<file path="src/rtl/mcmc_move_commit.sv">
// ---------------------------------------------------------------------------
// mcmc_move_commit
//
// Commit stage of the probabilistic search datapath. Each accept/reject
// decision arrives with its proposed assignment and failed-constraint count;
// accepted moves are written into the current-assignment registers, which
// feed the next round's "before move" inputs. The stage bounds the search
// with an iteration counter, recognises a solved state (zero failed
// constraints) and can optionally remember the best assignment seen.
//
// Optional feature macro: MCMC_BEST_TRACKING_EN
//   defined   -> best_* are registers updated on strictly better accepted moves
//   undefined -> best_* simply mirror current_*
//
// Ports:
//   clk, reset          clock (rising edge), synchronous active-high reset
//   start               pulse: load init_* and max_iterations, begin a run
//   init_bool/int/failed  initial assignment and its failed-constraint count
//   max_iterations      move limit, 0 = unbounded
//   move_valid/ready    move handshake (ready only while running)
//   move_decision       1 = accept proposed move, 0 = reject
//   proposed_*          assignment and failed count after the move
//   current_*           committed assignment
//   best_*              best assignment seen
//   iteration_count     handshakes since start (saturating)
//   busy, done, solved  run status
// ---------------------------------------------------------------------------
module mcmc_move_commit #(
    parameter int NUM_BOOL   = 8,
    parameter int NUM_INT    = 4,
    parameter int INT_WIDTH  = 8,
    parameter int FAIL_WIDTH = 6,
    parameter int ITER_WIDTH = 16
) (
    input  logic                         clk,
    input  logic                         reset,
    input  logic                         start,
    input  logic [NUM_BOOL-1:0]          init_bool,
    input  logic [NUM_INT*INT_WIDTH-1:0] init_int,
    input  logic [FAIL_WIDTH-1:0]        init_failed,
    input  logic [ITER_WIDTH-1:0]        max_iterations,
    input  logic                         move_valid,
    output logic                         move_ready,
    input  logic                         move_decision,
    input  logic [NUM_BOOL-1:0]          proposed_bool,
    input  logic [NUM_INT*INT_WIDTH-1:0] proposed_int,
    input  logic [FAIL_WIDTH-1:0]        proposed_failed,
    output logic [NUM_BOOL-1:0]          current_bool,
    output logic [NUM_INT*INT_WIDTH-1:0] current_int,
    output logic [FAIL_WIDTH-1:0]        current_failed,
    output logic [NUM_BOOL-1:0]          best_bool,
    output logic [NUM_INT*INT_WIDTH-1:0] best_int,
    output logic [FAIL_WIDTH-1:0]        best_failed,
    output logic [ITER_WIDTH-1:0]        iteration_count,
    output logic                         busy,
    output logic                         done,
    output logic                         solved
);

    typedef enum logic [1:0] {
        IDLE = 2'd0,
        RUN  = 2'd1,
        DONE = 2'd2
    } state_t;

    state_t                  state;
    state_t                  state_next;
    logic [ITER_WIDTH-1:0]   max_iter_q;
    logic                    handshake;
    logic [FAIL_WIDTH-1:0]   commit_failed;
    logic [ITER_WIDTH-1:0]   iter_inc;
    logic                    limit_hit;

    assign handshake     = move_valid & move_ready;
    // A rejected move leaves the old count in place, so only an accepted
    // zero-fail proposal can solve the problem.
    assign commit_failed = move_decision ? proposed_failed : current_failed;
    assign iter_inc      = (&iteration_count) ? iteration_count
                                              : iteration_count + ITER_WIDTH'(1);
    assign limit_hit     = (max_iter_q != '0) && (iter_inc == max_iter_q);

    // State register
    always_ff @(posedge clk) begin
        if (reset) begin
            state <= IDLE;
        end else begin
            state <= state_next;
        end
    end

    // Next-state logic; start overrides everything, including a move
    // presented in the same cycle. Solved takes precedence over the limit.
    always_comb begin
        state_next = state;
        if (start) begin
            state_next = (init_failed == '0) ? DONE : RUN;
        end else if (state == RUN && handshake) begin
            if (commit_failed == '0) begin
                state_next = DONE;
            end else if (limit_hit) begin
                state_next = DONE;
            end
        end
    end

    // Output decode; derived purely from the state register
    always_comb begin
        busy       = 1'b0;
        done       = 1'b0;
        move_ready = 1'b0;
        case (state)
            RUN: begin
                busy       = 1'b1;
                move_ready = 1'b1;
            end
            DONE:    done = 1'b1;
            default: ;
        endcase
    end

    // Committed assignment, iteration counter, limit and solved flag
    always_ff @(posedge clk) begin
        if (reset) begin
            current_bool    <= '0;
            current_int     <= '0;
            current_failed  <= '0;
            iteration_count <= '0;
            max_iter_q      <= '0;
            solved          <= 1'b0;
        end else if (start) begin
            current_bool    <= init_bool;
            current_int     <= init_int;
            current_failed  <= init_failed;
            iteration_count <= '0;
            max_iter_q      <= max_iterations;
            solved          <= (init_failed == '0);
        end else if (handshake) begin
            iteration_count <= iter_inc;
            if (move_decision) begin
                current_bool   <= proposed_bool;
                current_int    <= proposed_int;
                current_failed <= proposed_failed;
            end
            if (commit_failed == '0) begin
                solved <= 1'b1;
            end
        end
    end

`ifdef MCMC_BEST_TRACKING_EN
    // Best-so-far registers; strict comparison so ties keep the older one
    always_ff @(posedge clk) begin
        if (reset) begin
            best_bool   <= '0;
            best_int    <= '0;
            best_failed <= '0;
        end else if (start) begin
            best_bool   <= init_bool;
            best_int    <= init_int;
            best_failed <= init_failed;
        end else if (handshake && move_decision && (proposed_failed < best_failed)) begin
            best_bool   <= proposed_bool;
            best_int    <= proposed_int;
            best_failed <= proposed_failed;
        end
    end
`else
    assign best_bool   = current_bool;
    assign best_int    = current_int;
    assign best_failed = current_failed;
`endif

endmodule
</file>
<file path="config.mk">
export PLATFORM = sky130hd
export DESIGN_NAME = mcmc_move_commit
export DESIGN_NICKNAME = d
export VERILOG_FILES = /design/src/rtl/mcmc_move_commit.sv
export SDC_FILE = /design/constraint.sdc
export NUM_CORES = 1
export LEC_CHECK = 0
export CAP_MARGIN = 20
export CORE_MARGIN = 1
export CORE_UTILIZATION = 42
export CTS_BUF_LIST = sky130_fd_sc_hd__clkbuf_8
export DETAILED_ROUTE_END_ITERATION = 12
export PLACE_DENSITY = 0.83
export SETUP_SLACK_MARGIN = 0.2
export SYNTH_ARGS = -nofsm -noshare
export SYNTH_HDL_FRONTEND = slang
export SYNTH_SLANG_ARGS = --single-unit
</file>
<file path="constraint.sdc">
create_clock -name clk -period 3.3 [get_ports clk]
set_clock_uncertainty 0.2 [all_clocks]
set_input_delay 0.66 -clock clk [delete_from_list [all_inputs] [get_ports clk]]
set_output_delay 0.66 -clock clk [all_outputs]
set_load 0.01 [all_outputs]
</file>
==> flow_metrics.tcl <==
set metrics [dict create \
    synthDistinctLibCells 51 \
    antenna_cells 0 \
    drc 0 \
    crit_path_top_delay_cell "or4_4" \
    grt_pass1_vias 4692 \
    num_rows 37 \
    core_um2 10500 \
    hpwl_um 11200 \
    cts_setup_buffers 0 \
    crit_required_ps 3310 \
    syn-num-nets 725 \
    synthArstFlopShare_pct 0 \
    die_width_um 107 \
    path_buf_inv 0 \
    max_freq_mhz 353 \
    syn2layout_area_growth_pct 46.9 \
    period_needed_ps 2830 \
    crit-reg2reg-launch "iteration_count[3]" \
    critPathMaxFanout 12 \
    synth_compound_area_share_pct 15.5 \
    cts_buffers 9 \
    cts_hold_buf 0 \
    synth_top_family_by_area "simple AND/OR/NAND/NOR gates" \
    hp-start "solved" \
    start_kind "register" \
    ys.flop_type "dfxtp_1" \
    clock_latency_ps 350 \
    placed_area_um2 6520 \
    synth_warnings 0 \
    fin_hold_ws_ps 274 \
    gr-total-overflow 0 \
    synth_top_area_cell "dfxtp_1" \
    final_core_util_pct 64.4 \
    ff2ff_setup_slack_ps 470 \
    rsz0062_at_grt "false" \
    leakagePower_nw 2.40 \
    slew_headroom_pct 54.4 \
    cts_buffer_depth 2 \
    wirelength_um 15100 \
    fin_tns_setup_ps 0 \
    crit_start "iteration_count[3]" \
    synthAdderAreaFrac_pct 0.273 \
    wire_per_inst_um 16.7 \
    die-area_um2 11300 \
    cp.arrival_ps 2840 \
    die_y_um 107 \
    netlist.area_leader.share_pct 35.3 \
    io_pins 225 \
    synth.top_cells.by_area "dfxtp_1 35%, a21oi_1 11%, buf_4 7.9%, nor2_1 7.4%, nand3_1 6.0%" \
    cp-end-kind "register" \
    antenna_found_initial 0 \
    nNetsFinal 881 \
    crit_chain "nand4_2 -> or4_4 -> a311o_1 -> a311o_1 -> o31ai_1 -> a21oi_1" \
    fin_cells 907 \
    cts_tree "yes" \
    path_common_cell "a311o_1" \
    place_ws_ps 278 \
    maxCapViolCount 0 \
    p_total_mw 2.38 \
    status "finished clean" \
    powerDensity_nw_per_um2 353 \
    vias_per_cell 5.44 \
    reg2reg_depth 6 \
    synthMuxAreaShare_pct 4.58 \
    synth-simple-area-share_pct 26.1 \
    synthCells 611 \
    num_vias 4937 \
    hold-path-cell-count 1 \
    rr_endpoint "state[0]" \
    setup_viol 0 \
    vdd_drop_max_v 0.000230 \
    seq_area_um2 1620 \
    fillers 923 \
    root_buffer "clkbuf_8" \
    fin_crit_sh_pct 85.8 \
    avgSynthCellArea_um2 7.51 \
    postRouteAntennaNets 0 \
    path_delay_family "compound AO/OA/AOI/OAI gates" \
    worst_pin_slew_ps 677 \
    netlist_area_um2 4590 \
    fin_ws_ps 469 \
    grt_max_degree 65 \
    grt_pass1_wl_um 23600 \
    htree_levels 3 \
    multi_input_area_um2 2370 \
    synth_xor_area_share_pct 4.96 \
    min_path_type "reg -> reg" \
    finalInstanceArea_um2 6740 \
    whs_endpoint "solved" \
    slew_viol_final 0 \
    critPathKind "reg -> reg" \
    cts.clk_slew.worst_paths_ps 80 \
    post_cts_resized 0 \
    synth-edff-count 0 \
    first_pass_iters 5 \
    portBuffers 224 \
    initial_utilization_pct 43.9 \
    synth_seq_cells 81 \
    placed_cells 892 \
    clock-sinks 81 \
    grtUsageTotal_pct 26.2 \
    gp_congestion 0.876 \
    drt_iter0_drc 394 \
    hold_violations 0 \
    drive_gt1_share_pct 5.71 \
    max_stage_delay_ps 620 \
    synth.yosys.seq_area_share_pct 35.3 \
]
## report_power, final
part	total (mW)	internal, mW	switching [mW]
Combinational	0.521	0.303	0.218
Sequential	1.07	1.02	0.0469
Clock	0.788	0.420	0.368
## cells in the mapped netlist (2+ instances only)
master,instances
nor4_1,12
nand3_1,55
clkbuf_1,34
a311o_1,3
a311oi_1,2
o21ai_0,4
a21oi_1,100
nor3_1,11
xnor2_1,18
buf_6,6
nor2b_1,4
nor2_1,90
nand4_2,3
buf_4,48
nand2_1,61
or4_1,3
a2111oi_0,2
inv_1,7
buf_1,2
nand3b_1,2
xor2_1,8
nand4_1,3
o21a_1,2
o31ai_1,3
dfxtp_1,81
mux2i_1,21
and3_1,2
## routing by layer
metal  vias up  wire length, µm  global-route usage [%]
li1       2368                -                       -
met1      2292             6200                    31.7
met2       249             7540                    46.2
met3        28             1050                    4.60
met4         0              347                    9.49
met5         -                0                       0
## logic make-up after synthesis
| logic type | after synthesis |
|---|---|
| and+or+nand+nor | 257 |
| AOI/OAI and AO/OA | 126 |
| xor gates and xnor gates | 26 |
| adders and majority gates | 1 |
| DFF | 81 |
| muxes | 21 |
| buffers and inverters | 99 |
## cell usage in the layout (no fill, tap or decap), drive strengths merged, types with 2 or more instances in the layout
cell type        n
clkdlybuf4s50  221
a21oi          100
nor2            90
dfxtp           81
nand2           61
nand3           56
mux2i           21
xnor2           18
buf             16
nor4            13
nor3            11
clkbuf           9
inv              8
xor2             8
nand4            6
nor2b            4
o21ai            4
or4              4
o31ai            3
a311o            3
nand3b           2
and3             2
a311oi           2
a2111oi          2
o21a             2
bufinv           2
or2              2
a211oi           2
o311ai           2
clkinv           2
## state kept, by name, indices dropped and copies added (netlist names)
| register | count |
|---|---|
| best_failed | 6 |
| solved | 1 |
| best_int | 32 |
| state | 2 |
| iteration_count | 16 |
| best_bool | 8 |
| max_iter_q | 16 |
## how the worst max path moves through the flow
stage,endpoint,slack [ps],cells past startpoint
5_1_grt,state[0],260,7
2_1_floorplan,state[0],500,8
3_3_place_gp,state[0],360,8
4_1_cts,state[0],370,6
3_5_place_dp,state[0],280,8
6_report,state[0],470,6
## cell type report
type,count,area share (%)
Sequential cell,81,24.1
Tap cell,136,2.52
Multi-Input combinational cell,431,35.2
Inverter,7,0.390
Timing Repair Buffer,237,34.7
Clock inverter,6,1.26
Clock buffer,9,1.84
Power figures use the tool's default switching activity.
